<file path="src/rtl/as_pack.sv">
// Shared types and default widths for the GPIO output port.
package as_pack;

   localparam int unsigned nr_gpios        = 8;
   localparam int unsigned gpio_addr_width = 8;

   typedef enum logic [1:0] {
      IDLE,
      DRIVE,
      GAP
   } gpio_state_e;

endpackage

</file>
<file path="src/rtl/as_gpio_fifo.sv">
// Synchronous write-buffer FIFO with occupancy count and asynchronous active-high reset.
module as_gpio_fifo #(
   parameter int unsigned WIDTH = 16,
   parameter int unsigned DEPTH = 4
) (
   input  logic                    clk_i,
   input  logic                    rst_i,
   input  logic                    push_i,
   input  logic                    pop_i,
   input  logic [WIDTH-1:0]        wdata_i,
   output logic [WIDTH-1:0]        rdata_o,
   output logic [$clog2(DEPTH):0]  count_o
);

   localparam int unsigned PtrW = $clog2(DEPTH);
   localparam logic [PtrW-1:0] PtrOne = PtrW'(1);
   localparam logic [PtrW:0]   CntOne = (PtrW + 1)'(1);
   localparam logic [PtrW:0]   CntFull = (PtrW + 1)'(DEPTH);

   logic [WIDTH-1:0] mem_q [DEPTH];
   logic [PtrW-1:0]  wr_ptr_q;
   logic [PtrW-1:0]  rd_ptr_q;
   logic [PtrW:0]    count_q;
   logic             push_ok;
   logic             pop_ok;

   assign push_ok = push_i && (count_q != CntFull);
   assign pop_ok  = pop_i && (count_q != '0);
   assign rdata_o = mem_q[rd_ptr_q];
   assign count_o = count_q;

   // Storage needs no reset: pointers and count define which entries are valid.
   always_ff @(posedge clk_i) begin
      if (push_ok) begin
         mem_q[wr_ptr_q] <= wdata_i;
      end
   end

   // DEPTH is a power of two, so pointer wrap is the natural overflow.
   always_ff @(posedge clk_i or posedge rst_i) begin
      if (rst_i) begin
         wr_ptr_q <= '0;
         rd_ptr_q <= '0;
         count_q  <= '0;
      end else begin
         if (push_ok) begin
            wr_ptr_q <= wr_ptr_q + PtrOne;
         end
         if (pop_ok) begin
            rd_ptr_q <= rd_ptr_q + PtrOne;
         end
         case ({push_ok, pop_ok})
            2'b10:   count_q <= count_q + CntOne;
            2'b01:   count_q <= count_q - CntOne;
            default: count_q <= count_q;
         endcase
      end
   end

endmodule

</file>
<file path="src/rtl/as_gpio_port.sv">
// Buffered GPIO output port: CPU stores are queued and replayed as single-cycle cs_o strobes.
// Optional shadow readback register rdata_o is built only when AS_GPIO_SHADOW_EN is defined.
module as_gpio_port
   import as_pack::*;
#(
   parameter int unsigned NR_GPIOS   = nr_gpios,
   parameter int unsigned ADDR_W     = gpio_addr_width,
   parameter int unsigned FIFO_DEPTH = 4,
   parameter int unsigned GAP_CYCLES = 1
) (
   input  logic                clk_i,
   input  logic                rst_i,
   input  logic                we_i,
   input  logic [ADDR_W-1:0]   addr_i,
   input  logic [63:0]         wdata_i,
   output logic                stall_o,
   output logic [NR_GPIOS-1:0] gpio_o,
   output logic [ADDR_W-1:0]   gpioAddr_o,
   output logic                cs_o
`ifdef AS_GPIO_SHADOW_EN
   ,
   output logic [NR_GPIOS-1:0] rdata_o
`endif
);

   localparam int unsigned EntryW = ADDR_W + NR_GPIOS;
   localparam int unsigned CntW   = $clog2(FIFO_DEPTH) + 1;
   localparam int unsigned GapW   = (GAP_CYCLES > 1) ? $clog2(GAP_CYCLES) : 1;
   localparam logic [GapW-1:0] GapLast = GapW'((GAP_CYCLES > 0) ? GAP_CYCLES - 1 : 0);
   localparam logic [GapW-1:0] GapOne  = GapW'(1);

   gpio_state_e         state_q;
   logic [GapW-1:0]     gap_cnt_q;
   logic                cs_q;
   logic [NR_GPIOS-1:0] gpio_q;
   logic [ADDR_W-1:0]   addr_q;

   logic                push;
   logic                pop;
   logic [EntryW-1:0]   head;
   logic [CntW-1:0]     fifo_count;
   logic                unused_wdata;

   // Only the low NR_GPIOS data bits reach the pins.
   assign unused_wdata = ^wdata_i[63:NR_GPIOS];

   assign stall_o = (fifo_count == CntW'(FIFO_DEPTH));
   assign push    = we_i && !stall_o;
   assign pop     = (state_q == IDLE) && (fifo_count != '0);

   as_gpio_fifo #(
      .WIDTH (EntryW),
      .DEPTH (FIFO_DEPTH)
   ) u_fifo (
      .clk_i   (clk_i),
      .rst_i   (rst_i),
      .push_i  (push),
      .pop_i   (pop),
      .wdata_i ({addr_i, wdata_i[NR_GPIOS-1:0]}),
      .rdata_o (head),
      .count_o (fifo_count)
   );

   // cs_o is registered on leaving DRIVE, giving the two-cycle store-to-strobe latency
   // and a strobe period of 2 + GAP_CYCLES under continuous traffic.
   always_ff @(posedge clk_i or posedge rst_i) begin
      if (rst_i) begin
         state_q   <= IDLE;
         gap_cnt_q <= '0;
         cs_q      <= 1'b0;
         gpio_q    <= '0;
         addr_q    <= '0;
      end else begin
         cs_q <= 1'b0;
         case (state_q)
            IDLE: begin
               if (pop) begin
                  {addr_q, gpio_q} <= head;
                  state_q          <= DRIVE;
               end
            end
            DRIVE: begin
               cs_q      <= 1'b1;
               gap_cnt_q <= '0;
               state_q   <= (GAP_CYCLES > 0) ? GAP : IDLE;
            end
            GAP: begin
               if (gap_cnt_q == GapLast) begin
                  state_q <= IDLE;
               end else begin
                  gap_cnt_q <= gap_cnt_q + GapOne;
               end
            end
            default: state_q <= IDLE;
         endcase
      end
   end

   assign cs_o       = cs_q;
   assign gpio_o     = gpio_q;
   assign gpioAddr_o = addr_q;

`ifdef AS_GPIO_SHADOW_EN
   logic [NR_GPIOS-1:0] rdata_q;

   always_ff @(posedge clk_i or posedge rst_i) begin
      if (rst_i) begin
         rdata_q <= '0;
      end else if (state_q == DRIVE) begin
         rdata_q <= gpio_q;
      end
   end

   assign rdata_o = rdata_q;
`endif

endmodule

</file>
<file path="config.mk">
export PLATFORM = sky130hd
export DESIGN_NAME = as_gpio_port
export DESIGN_NICKNAME = d
export VERILOG_FILES = /design/src/rtl/as_pack.sv /design/src/rtl/as_gpio_fifo.sv /design/src/rtl/as_gpio_port.sv
export SDC_FILE = /design/constraint.sdc
export NUM_CORES = 1
export LEC_CHECK = 0
export ABC_CLOCK_PERIOD_IN_PS = 2200
export BUFFER_PORTS_ARGS = -buffer_cell sky130_fd_sc_hd__buf_2
export CAP_MARGIN = 5
export CORE_ASPECT_RATIO = 2
export CORE_MARGIN = 2
export CORE_UTILIZATION = 49
export CTS_BUF_LIST = sky130_fd_sc_hd__clkbuf_8
export CTS_CLUSTER_SIZE = 28
export DETAILED_ROUTE_END_ITERATION = 10
export PLACE_DENSITY = 0.79
export SLEW_MARGIN = 20
export SYNTH_ARGS = -nofsm -noshare
export SYNTH_HDL_FRONTEND = slang
export SYNTH_SLANG_ARGS = --single-unit
</file>
<file path="constraint.sdc">
create_clock -name clk_i -period 2.2 [get_ports clk_i]
set_input_delay 0.22 -clock clk_i [delete_from_list [all_inputs] [get_ports clk_i]]
set_output_delay 0.22 -clock clk_i [all_outputs]
set_load 0.1 [all_outputs]
</file>
=== After elaboration in Yosys (flattened, before gate mapping) ===
Memory sizes are Yosys's and may differ from the RTL's. A register that Yosys moved wholly into a read port is not among the register bits.
Index checks and enable logic that the tools add are counted.
W data, S select, Z words.

* Register bits after elaboration: 11
* Memory bits (writable): 64
* Input port bits: 75
* Output and inout bits: 18
* Word-level logic and storage cells: 40
* Memories: 1

* Add/sub/neg operators: 5
* Eq/ne operators: 8
* Multiplexer cells: 9
* Reductions and logical operators: 11

{| class="wikitable"
|+ Memory list
! name !! depth !! bits a word !! rd ports !! clocked after memory_dff !! wr ports !! RTL line !! RTL
|-
| u_fifo.mem_q || 4 || 16 || 1 || 1 || 1 || as_gpio_fifo.sv:20 || <nowiki>logic [WIDTH-1:0] mem_q [DEPTH];</nowiki>
|}

{| class="wikitable"
|+ Operators with widths
! kind !! number
|-
| $pmux W2 S3 || 1
|-
| $pmux W3 S2 || 1
|-
| $add A2 B1 Y2 const B || 2
|-
| $eq A2 B1 Y1 const B || 2
|-
| $eq A2 B2 Y1 const B || 2
|-
| $logic_and A1 B1 Y1 || 4
|-
| $mux W1 || 4
|-
| $mux W2 || 2
|-
| $reduce_and A2 Y1 || 2
|-
| $reduce_bool A2 Y1 || 2
|-
| $add A3 B1 Y3 const B || 1
|-
| $eq A3 B3 Y1 const B || 1
|-
| $ne A3 B3 Y1 const B || 1
|-
| $reduce_bool A3 Y1 || 1
|-
| $sub A3 B1 Y3 const B || 1
|-
| $logic_not A2 Y1 || 1
|-
| $ne A2 B1 Y1 const B || 1
|-
| $ne A2 B2 Y1 const B || 1
|-
| $pmux W1 S2 || 1
|-
| $add A1 B1 Y1 const B || 1
|-
| $logic_not A1 Y1 || 1
|}

=== Longest topological paths before layout ===
Gate-level depths: netlist of run 1.

* Depth after elaboration: 6
* Depth in mapped cells: 9
* Mapped depth without buffers: 9

=== By module ===
A second synthesis of run 1 with hierarchy kept.

* Cell total of the unflattened synthesis: 165
* Area, all modules: 3,553.4 µm²

{| class="wikitable"
|+ By module, submodules not included
! module !! times used !! cells an instance !! area an instance (µm²) !! sequential area each (µm²)
|-
| as_gpio_fifo || 1 || 121 || 2,777.7 || 2,097.0
|-
| as_gpio_port || 1 || 44 || 775.7 || 475.5
|}

=== Least setup slack after synthesis of run 1 ===
Ideal clock, no wire load.

* Path type: reg2reg
* From: register u_fifo.count_q[0] (netlist: u_fifo.count_o[0])
* To: register u_fifo.count_q[2] (netlist: u_fifo.count_o[2])
* Setup time: 0.079 ns
* Arrival time: 4.227 ns
* Data required time: 2.121 ns
* Setup slack: -2.106 ns
* Cell stages (with the launch flop): 10
* Buffers on the path: 0
* Period minus slack after synthesis: 4.306 ns
* Cell sequence: dfrtp_1 > nor3b_1 > nor2b_1 > inv_1 > ha_1 > inv_1 > fa_1 > xor2_1 > nor2_1 > xor2_1

* Word-level cells in the longest chain between the ends: 6
* Elaborated cells on any way between the ends: 14
* Those cells by class: add/sub (2); eq/ne (4); mux (1); reduce/logical (7)

{| class="wikitable"
|+ RTL lines
! item !! RTL line !! RTL
|-
| from (decl) || as_gpio_fifo.sv:23 || <nowiki>logic [PtrW:0] count_q;</nowiki>
|-
| from (signal assigned) || as_gpio_fifo.sv:53 || <nowiki>2'b10: count_q <= count_q + CntOne;</nowiki>
|-
| from (signal assigned) || as_gpio_fifo.sv:54 || <nowiki>2'b01: count_q <= count_q - CntOne;</nowiki>
|-
| from (signal assigned) || as_gpio_fifo.sv:55 || <nowiki>default: count_q <= count_q;</nowiki>
|-
| $eq A3 B3 Y1 * || as_gpio_port.sv:47 || <nowiki>assign stall_o = (fifo_count == CntW'(FIFO_DEPTH));</nowiki>
|-
| via stall_o || as_gpio_port.sv:16 || <nowiki>output logic stall_o,</nowiki>
|-
| $logic_not A1 Y1 * || as_gpio_port.sv:48 || <nowiki>assign push = we_i && !stall_o;</nowiki>
|-
| $logic_and A1 B1 Y1 * || as_gpio_port.sv:48 ||
|-
| $logic_and A1 B1 Y1 * || as_gpio_fifo.sv:27 || <nowiki>assign push_ok = push_i && (count_q != CntFull);</nowiki>
|-
| $eq A2 B1 Y1 / $eq A2 B2 Y1 (equally long branches) || as_gpio_fifo.sv:52 || <nowiki>case ({push_ok, pop_ok})</nowiki>
|-
| $pmux W3 S2 / $reduce_bool A2 Y1 (equally long branches) || -- ||
|}

Mark *: on every way through the listed nets, which the timed path passes. The rest lies on a longest branch.
A chain may end at the register's enable or synchronous reset.

=== Worst setup path after layout of run 1 ===
* From: register u_fifo.count_q[0] (netlist: u_fifo.count_o[0])
* To: register u_fifo.count_q[2] (netlist: u_fifo.count_o[2])

* Word-level cells in the longest chain between the ends: 6
* Elaborated cells on any way between the ends: 14
* Those cells by class: add/sub (2); eq/ne (4); mux (1); reduce/logical (7)

{| class="wikitable"
|+ RTL lines
! item !! RTL line
|-
| $eq A3 B3 Y1 || as_gpio_port.sv:47
|-
| $logic_not A1 Y1 || as_gpio_port.sv:48
|-
| $logic_and A1 B1 Y1 || as_gpio_port.sv:48
|-
| $logic_and A1 B1 Y1 || as_gpio_fifo.sv:27
|-
| $eq A2 B1 Y1 / $eq A2 B2 Y1 (equally long branches) || as_gpio_fifo.sv:52
|-
| $pmux W3 S2 / $reduce_bool A2 Y1 (equally long branches) || --
|}

Parallel ways exist; a longest one is shown, timed or not.

==> results of run 1 <==
metrics by stage:
| step | setup TNS (ns) | hold slack [ns] | cells | utilization |
|---|---|---|---|---|
| global placement | 0 | 0.304 | 290 | 0.555 |
| finish | 0 | 0.0762 | 307 | 0.582 |
| floorplan | -0.649 | 0.260 | 161 | - |
| detailed placement | 0 | 0.301 | 290 | 0.555 |
| CTS | 0 | 0.0529 | 307 | 0.582 |
| global route | 0 | 0.0610 | 307 | 0.582 |
worst max-delay path, cell delays in order (launching register included):
cell,delay [ns]
sky130_fd_sc_hd__dfrtp_1,0.46
sky130_fd_sc_hd__nor3b_4,0.23
sky130_fd_sc_hd__nor2b_2,0.11
sky130_fd_sc_hd__inv_1,0.07
sky130_fd_sc_hd__ha_2,0.19
sky130_fd_sc_hd__inv_2,0.04
sky130_fd_sc_hd__fa_2,0.33
sky130_fd_sc_hd__xor2_1,0.15
sky130_fd_sc_hd__nor2_1,0.12
sky130_fd_sc_hd__xor2_1,0.14
cell usage in the layout (no fill, tap or decap), drive strengths merged, types with 4 or more instances in the layout:
cell    netlist  final
ha            5      5
clkbuf        1     12
mux4         16     16
dfrtp        26     26
inv           7      9
edfxtp       64     64
buf           4     44
mux2         17     17
and2          4      4
state kept, by name, indices dropped and copies added (netlist names):
signal           flops
gpio_o               8
u_fifo.rd_ptr_q      2
gpioAddr_o           8
u_fifo.wr_ptr_q      2
cs_o                 1
state_q              2
u_fifo.mem_q        64
u_fifo.count_o       3
worst max path at each step:
stage	depth (start not counted)	end	slack [ns]
global placement	9	u_fifo.count_o[2]	0.33
finish	9	u_fifo.count_o[2]	0.29
global route	9	u_fifo.count_o[2]	0.14
detailed placement	9	u_fifo.count_o[2]	0.29
floorplan	9	u_fifo.count_o[2]	-0.38
CTS	9	u_fifo.count_o[2]	0.26
power breakdown:
part / leakage (nW) / switching, mW / internal, mW
Clock: 0.105 / 0.519 / 0.492
Sequential: 0.892 / 0.242 / 2.34
Combinational: 0.573 / 2.03 / 1.07
Total: 1.57 / 2.79 / 3.90
logic make-up (layout without fill, tap and decap cells):
group         Yosys count  in the layout  synth area share
simple gates           13             13            0.0275
buf+inv                12             68            0.0221
xor+xnor                6              6            0.0150
fa+ha+maj               6              6            0.0236
flops                  90             90             0.734
mux                    34             34             0.178
routing by layer:
metal | track usage | wire length, µm | up-vias
met5 | 0 | 0 | -
met4 | 0.0938 | 119 | 0
met3 | 0.0425 | 155 | 8
met2 | 0.279 | 3050 | 23
met1 | 0.160 | 2150 | 792
li1 | - | - | 731
layout make-up:
class	instances	area, µm²
repair buffers	45	275
clock buffers	12	165
clock inverters	4	17.5
multi-input cells	59	872
flip-flops and latches	90	2570
fillers	525	2900
inverters	7	26.3
well taps	90	113
==> impl_metrics.tcl, run 1 <==
set metrics [dict create \
    dr.pass1.iters 4 \
    final.min_clock_period_ns 1.91 \
    rsz0062_at_grt "false" \
    largest_net_degree_at_the_start_of_global_routing 27 \
    count_of_routing_violations_after_the_opening_detailed_route_iteration 74 \
    r2r_cells 9 \
    maxCapViolCount 0 \
    report.power.total_mw 6.70 \
    core.rowCount 43 \
    gp_routability_congestion 0.735 \
    cts-resized-gates 0 \
    postSynthCellCount 161 \
    ios 93 \
    post_synth_instance_area_um2 3500 \
    cts_inserted_buffers 9 \
    stdcell_area_um2 4040 \
    avgViaCountPerCell 5.06 \
    smallest_setup_slack_after_layout_ns 0.292 \
    die-area_um2 7880 \
    critical_path.startpoint "u_fifo.count_o[0]" \
    hold-path-cell-count 1 \
    category_of_the_most_critical_setup_path "register to register" \
    report.final.slew_viol_count 0 \
    cts_tree "yes" \
    drt-wirelength-per-cell_um 17.8 \
    cts_hold_buf 1 \
    cp.required_ns 2.48 \
    wl_mm 5.47 \
    timing.final.setup_violations 0 \
    first_global_vias 1641 \
    count_of_flip_flops_with_a_built_in_enable_after_synthesis 64 \
    path_max_fanout 7 \
    initial_antenna_violation_count 0 \
    worst_slew_margin_rel 0.675 \
    min_path_type "input pin to register" \
    rr_startpoint "u_fifo.count_o[0]" \
    cts_htree_levels 3 \
    vias 1554 \
    preCtsSetupSlack_ns 0.287 \
    antenna_fix_cells 0 \
    finish.net_count 293 \
    hold_path.startpoint "wdata_i[4]" \
    synth_async_sr_flop_share 0.289 \
    timing.reg2reg.setup_slack_ns 0.29 \
    postPlaceCellArea_um2 3850 \
    route.detailed.drc 0 \
    hpwl_after_dpl_mm 3.54 \
    synth_top_area_share 0.549 \
    hold-path-endpoint "u_fifo.mem_q[0][4]" \
    post_synth.cell_area_avg_um2 21.8 \
    synth_ff_type "sky130_fd_sc_hd__edfxtp_1" \
    synth-seq-cells 90 \
    die_height_um 124 \
    cts_setup_buffers 0 \
    max_slew.worst_pin.slew_ns 0.491 \
    fraction_of_layout_instances_using_a_drive_strength_above_1 0.415 \
    yosysWarnings 0 \
    finalClockSkew_ns 0.0110 \
    post_route_clock_period_utilization 0.867 \
    clk_latency_ns 0.35 \
    timing.rr.end "u_fifo.count_o[2]" \
    tritoncts_num_sinks 90 \
    yosys-top-cells-count "sky130_fd_sc_hd__edfxtp_1 (64), sky130_fd_sc_hd__dfrtp_1 (26), sky130_fd_sc_hd__mux2_2 (9)" \
    synth.most_common_cell "sky130_fd_sc_hd__edfxtp_1" \
    cp-start-kind "register" \
    drt.antenna.violating_nets 0 \
    timing.critical_path.to_type "register" \
    grt_pass1_wl_mm 8.51 \
    port-buffer-count 36 \
    cts-root-to-sink-buffers 2 \
    signed_area_change_from_the_synthesized_netlist_to_the_final_layout_pct 15.4 \
    grtUsageTotal 0.156 \
    yosysSeqAreaShare 0.734 \
    p_leak_nw 1.57 \
    netlist.top_cell.by_area "sky130_fd_sc_hd__edfxtp_1" \
    ys_types 24 \
    floorplan.core_area_um2 6940 \
    worst_ir_drop_on_vdd_mv 0.723 \
    floorplan.initialDensity 0.505 \
    syn_nets 242 \
    overflow 0 \
    clockRootBuffer "sky130_fd_sc_hd__clkbuf_8" \
    power_per_cell_area_nw_per_um2 1660 \
    clk_transition_reported_paths_ns 0.08 \
    run_status "finished, final reports clean" \
    timing.fmax_mhz 524 \
    die_width_um 63.8 \
    critical_path_arrival_ns 2.19 \
    report.final.hold_viol_count 0 \
    synthTopCellsByArea "sky130_fd_sc_hd__edfxtp_1 (55%), sky130_fd_sc_hd__dfrtp_1 (19%), sky130_fd_sc_hd__mux4_1 (6.0%), sky130_fd_sc_hd__mux4_2 (5.1%), sky130_fd_sc_hd__mux2_4 (3.4%)" \
]
No activity file was read; power rests on OpenSTA's default activity.
==> run 2, diff against run 1 <==
--- a/config.mk
+++ b/config.mk
@@ -14,6 +14,7 @@
 export CTS_BUF_LIST = sky130_fd_sc_hd__clkbuf_8
 export CTS_CLUSTER_SIZE = 28
 export DETAILED_ROUTE_END_ITERATION = 10
+export GPL_TIMING_DRIVEN = 0
 export PLACE_DENSITY = 0.79
 export SLEW_MARGIN = 20
 export SYNTH_ARGS = -nofsm -noshare
==> impl_metrics.tcl, run 2 (synthesized netlist as in run 1, its figures left out) <==
set metrics [dict create \
    initial_antenna_violation_count 0 \
    finish.net_count 291 \
    overflow 0 \
    cts_htree_levels 3 \
    fillerInstances 503 \
    route.detailed.drc 0 \
    gp_routability_congestion 0.724 \
    drt-wirelength-per-cell_um 17.9 \
    path_max_fanout 10 \
    cts_inserted_buffers 9 \
    cp-start-kind "register" \
    clk_latency_ns 0.35 \
    wl_mm 5.46 \
    vias 1591 \
    floorplan.core_area_um2 6940 \
    tritoncts_num_sinks 90 \
    drt.antenna.violating_nets 0 \
    timing.final.setup_violations 0 \
    crit_chain "nor3_2, nor3_4, buf_6, ha_2, inv_2, fa_2, xor2_1, nor2_1, xor2_1" \
    worst_slew_margin_rel 0.388 \
    final.min_clock_period_ns 2.07 \
    final_cell_mix "sky130_fd_sc_hd__edfxtp_1 (64), sky130_fd_sc_hd__buf_2 (37), sky130_fd_sc_hd__dfrtp_1 (25), sky130_fd_sc_hd__clkbuf_8 (11), sky130_fd_sc_hd__mux2_2 (9)" \
    multiInputGateArea_um2 872 \
    avgViaCountPerCell 5.22 \
    min_path_type "input pin to register" \
    cts-root-to-sink-buffers 2 \
    grtUsageTotal 0.159 \
    critical_path_arrival_ns 2.34 \
    crit_path_max_incr_delay_ns 0.42 \
    hpwl_after_dpl_mm 3.58 \
    finalClockSkew_ns 0.00797 \
    timing.critical_path.to_type "register" \
    cp.required_ns 2.48 \
    grt_pass1_wl_mm 8.75 \
    signed_area_change_from_the_synthesized_netlist_to_the_final_layout_pct 15.2 \
    register_area_um2 2570 \
    rsz0062_at_grt "false" \
    floorplan.initialDensity 0.505 \
    max_flop_register "u_fifo.mem_q" \
    maxCapViolCount 0 \
    stdcell_area_um2 4040 \
    run_status "finished, final reports clean" \
    report.final.hold_viol_count 0 \
    max_slew.worst_pin.slew_ns 0.918 \
    die_height_um 124 \
    clockRootBuffer "sky130_fd_sc_hd__clkbuf_8" \
    clk_transition_reported_paths_ns 0.07 \
    largest_register_ffs 64 \
    category_of_the_most_critical_setup_path "register to register" \
    largest_net_degree_at_the_start_of_global_routing 27 \
    fraction_of_layout_instances_using_a_drive_strength_above_1 0.419 \
    count_of_routing_violations_after_the_opening_detailed_route_iteration 62 \
    die-area_um2 7880 \
    ios 93 \
    timing.fmax_mhz 484 \
    core.rowCount 43 \
    mostFrequentLayoutCell "sky130_fd_sc_hd__edfxtp_1" \
    dr.pass1.iters 4 \
    antenna_fix_cells 0 \
    setup-tns-final_ns 0 \
    first_global_vias 1671 \
    port-buffer-count 36 \
    post_route_clock_period_utilization 0.939 \
    die_width_um 63.8 \
    timing.critical_path.slowest_stage_cell "sky130_fd_sc_hd__dfrtp_1" \
    report.final.slew_viol_count 0 \
    cts_tree "yes" \
    critical_path.most_common_cell "sky130_fd_sc_hd__xor2_1" \
    postPlaceCellArea_um2 3810 \
]
[run 2: cell types whose count changed in the layout (fill, tap and decap cells not counted), sizes merged]
cell and change:
buf -3, bufinv +1, clkinv +2, inv -2
[run 2: per-layer routing]
| layer | GRT usage | wire length, µm |
|---|---|---|
| met5 | 0 | 0 |
| met4 | 0.0897 | 148 |
| met3 | 0.0416 | 156 |
| met2 | 0.263 | 2930 |
| met1 | 0.187 | 2230 |
[run 2: final timing paths]
kind	depth (start not counted)	slack [ns]	end	startpoint
worst max register to register	9	0.13	u_fifo.count_o[2]	u_fifo.count_o[1]
worst min register to register	1	0.51	gpioAddr_o[6]	gpioAddr_o[6]
min in group asynchronous	3	0.47	gpio_o[0]	rst_i
max in group asynchronous	3	1.31	u_fifo.count_o[0]	rst_i
worst min-delay path	1	0.08	u_fifo.mem_q[2][5]	wdata_i[5]
worst max-delay path	9	0.13	u_fifo.count_o[2]	u_fifo.count_o[1]
[run 2: critical path: cells and delay by family (launching register included)]
kind	cells	cell delay [ns]
adder cells (fa/ha/maj)	2	0.55
AND/OR/NAND/NOR	3	0.47
XOR/XNOR	2	0.29
flip-flops	1	0.42
buffers and inverters	2	0.25
[run 2: final cells by class]
type,instances,share of cell area
Tap cell,90,0.0279
Multi-Input combinational cell,59,0.216
Clock buffer,11,0.0375
Timing Repair Buffer,38,0.0490
Sequential cell,90,0.637
Buffer,5,0.0127
Clock inverter,5,0.0130
Inverter,7,0.00651
[run 2: stage by stage]
step,setup WS (ns),hold slack [ns],util,cells
2_1_floorplan,-0.379,0.260,-,161
3_3_place_gp,-0.139,0.429,0.550,287
3_5_place_dp,-0.167,0.435,0.550,287
4_1_cts,0.0505,0.0537,0.580,304
5_1_grt,0.0162,0.0589,0.582,305
6_report,0.134,0.0768,0.582,305
[run 2: repair_timing]
item / in CTS / in global routing
resized for setup: 0 / 1
gates cloned: 0 / 0
endpoints found under the setup margin: 2 / 1
setup buffers: 1 / 0
hold endpoints to repair: 0 / 26
hold buffers: 0 / 1
pin swaps: 1 / 0
Power of run 2 is not shown: default switching activity piles up to over one toggle a cycle in this logic, so the estimate is an artifact.
==> run 3, diff against run 2 <==
--- a/config.mk
+++ b/config.mk
@@ -16,6 +16,7 @@
 export DETAILED_ROUTE_END_ITERATION = 10
 export GPL_TIMING_DRIVEN = 0
 export PLACE_DENSITY = 0.79
+export RECOVER_POWER = 50
 export SLEW_MARGIN = 20
 export SYNTH_ARGS = -nofsm -noshare
 export SYNTH_HDL_FRONTEND = slang
==> impl_metrics.tcl, run 3 (synthesized netlist as in run 1, its figures left out) <==
set metrics [dict create \
    grt_pass1_wl_mm 8.75 \
    final.min_clock_period_ns 2.07 \
    hold-path-cell-count 1 \
    finish.net_count 291 \
    die_width_um 63.8 \
    vias 1590 \
    final_cell_mix "sky130_fd_sc_hd__edfxtp_1 (64), sky130_fd_sc_hd__dfrtp_1 (25), sky130_fd_sc_hd__clkbuf_1 (21), sky130_fd_sc_hd__buf_2 (17), sky130_fd_sc_hd__clkbuf_8 (11)" \
    gp_routability_congestion 0.724 \
    run_status "finished, final reports clean" \
    floorplan.initialDensity 0.505 \
    category_of_the_most_critical_setup_path "register to register" \
    cts_htree_levels 3 \
    dr.pass1.iters 4 \
    timing.final.setup_violations 0 \
    tritoncts_num_sinks 90 \
    max_flop_register "u_fifo.mem_q" \
    antenna_fix_cells 0 \
    mostFrequentLayoutCell "sky130_fd_sc_hd__edfxtp_1" \
    report.final.slew_viol_count 0 \
    signed_area_change_from_the_synthesized_netlist_to_the_final_layout_pct 14.5 \
    cp-start-kind "register" \
    min_path_type "input pin to register" \
    wl_mm 5.47 \
    clockRootBuffer "sky130_fd_sc_hd__clkbuf_8" \
    largest_net_degree_at_the_start_of_global_routing 27 \
    overflow 0 \
    clk_latency_ns 0.35 \
    hpwl_after_dpl_mm 3.58 \
    route.detailed.drc 0 \
    r2r_cells 9 \
    die_height_um 124 \
    cp.required_ns 2.48 \
    initial_antenna_violation_count 0 \
    post_route_clock_period_utilization 0.940 \
    maxCapViolCount 0 \
    cts-root-to-sink-buffers 2 \
    worst_slew_margin_rel 0.230 \
    grtUsageTotal 0.159 \
    clk_transition_reported_paths_ns 0.08 \
    drt-wirelength-per-cell_um 17.9 \
    fillerInstances 515 \
    report.final.hold_viol_count 0 \
    timing.fmax_mhz 484 \
    max_slew.worst_pin.slew_ns 1.16 \
    floorplan.core_area_um2 6940 \
    smallest_setup_slack_after_layout_ns 0.133 \
    preCtsSetupSlack_ns -0.167 \
    timing.critical_path.to_type "register" \
    rsz0062_at_grt "false" \
    largest_register_ffs 64 \
    critical_path_arrival_ns 2.34 \
    drt.antenna.violating_nets 0 \
    fraction_of_layout_instances_using_a_drive_strength_above_1 0.321 \
    cts_tree "yes" \
    ios 93 \
    core.rowCount 43 \
    cts_inserted_buffers 9 \
    avgViaCountPerCell 5.21 \
    count_of_routing_violations_after_the_opening_detailed_route_iteration 52 \
    port-buffer-count 36 \
    finalClockSkew_ns 0.00788 \
    path_max_fanout 10 \
    die-area_um2 7880 \
    timing.reg2reg.setup_slack_ns 0.13 \
    first_global_vias 1671 \
]
==> run 3: changes by cell type in the layout (fill, tap and decap cells not counted), sizes merged <==
cell / previous run / this run
clkbuf: 12 / 32
buf: 41 / 21
==> run 3: critical path, stage by stage, from the launching register on <==
cell	delay (ns)
sky130_fd_sc_hd__dfrtp_1	0.42
sky130_fd_sc_hd__nor3_2	0.10
sky130_fd_sc_hd__nor3_4	0.23
sky130_fd_sc_hd__buf_6	0.21
sky130_fd_sc_hd__ha_2	0.22
sky130_fd_sc_hd__inv_2	0.04
sky130_fd_sc_hd__fa_2	0.33
sky130_fd_sc_hd__xor2_1	0.15
sky130_fd_sc_hd__nor2_1	0.14
sky130_fd_sc_hd__xor2_1	0.14
==> run 3: final timing paths <==
path | startpoint | end
min in group asynchronous | rst_i | gpio_o[3]
max in group asynchronous | rst_i | u_fifo.count_o[0]
min | wdata_i[5] | u_fifo.mem_q[1][5]
max | u_fifo.count_o[1] | u_fifo.count_o[2]
max reg2reg | u_fifo.count_o[1] | u_fifo.count_o[2]
min reg2reg | gpioAddr_o[6] | gpioAddr_o[6]
==> run 3: routing by layer <==
layer,vias to the layer above,wire [µm],track usage
li1,724,-,-
met1,824,2200,0.187
met2,32,2960,0.263
met3,10,176,0.0416
met4,0,140,0.0897
met5,-,0,0
==> run 3: cell type report <==
class                   count  area [µm²]  share of cell area
clock buffers              11         151              0.0377
inverters                   7        26.3             0.00655
multi-input cells          59         872               0.217
well taps                  90         113              0.0281
repair buffers             38         173              0.0430
clock inverters             5        52.6              0.0131
flip-flops and latches     90        2570               0.641
plain buffers               5        51.3              0.0128
==> run 3: stage by stage <==
step	TNS (ns)	utilization	instance area [µm²]	std cells	hold slack (ns)
finish	0	0.578	4010	305	0.117
CTS	0	0.580	4030	304	0.0537
detailed placement	-0.194	0.550	3810	287	0.435
global route	0	0.578	4010	305	0.113
floorplan	-0.649	-	3520	161	0.260
global placement	-0.161	0.550	3810	287	0.429
==> run 3: what timing repair did <==
action                                  in CTS  in global routing
pin swaps                                    1                  0
endpoints found under the setup margin       2                  1
setup buffers                                1                  0
resized for setup                            0                  1
hold endpoints to repair                     0                 26
gates cloned                                 0                  0
hold buffers                                 0                  1
Power of run 3 is left out for the same reason.
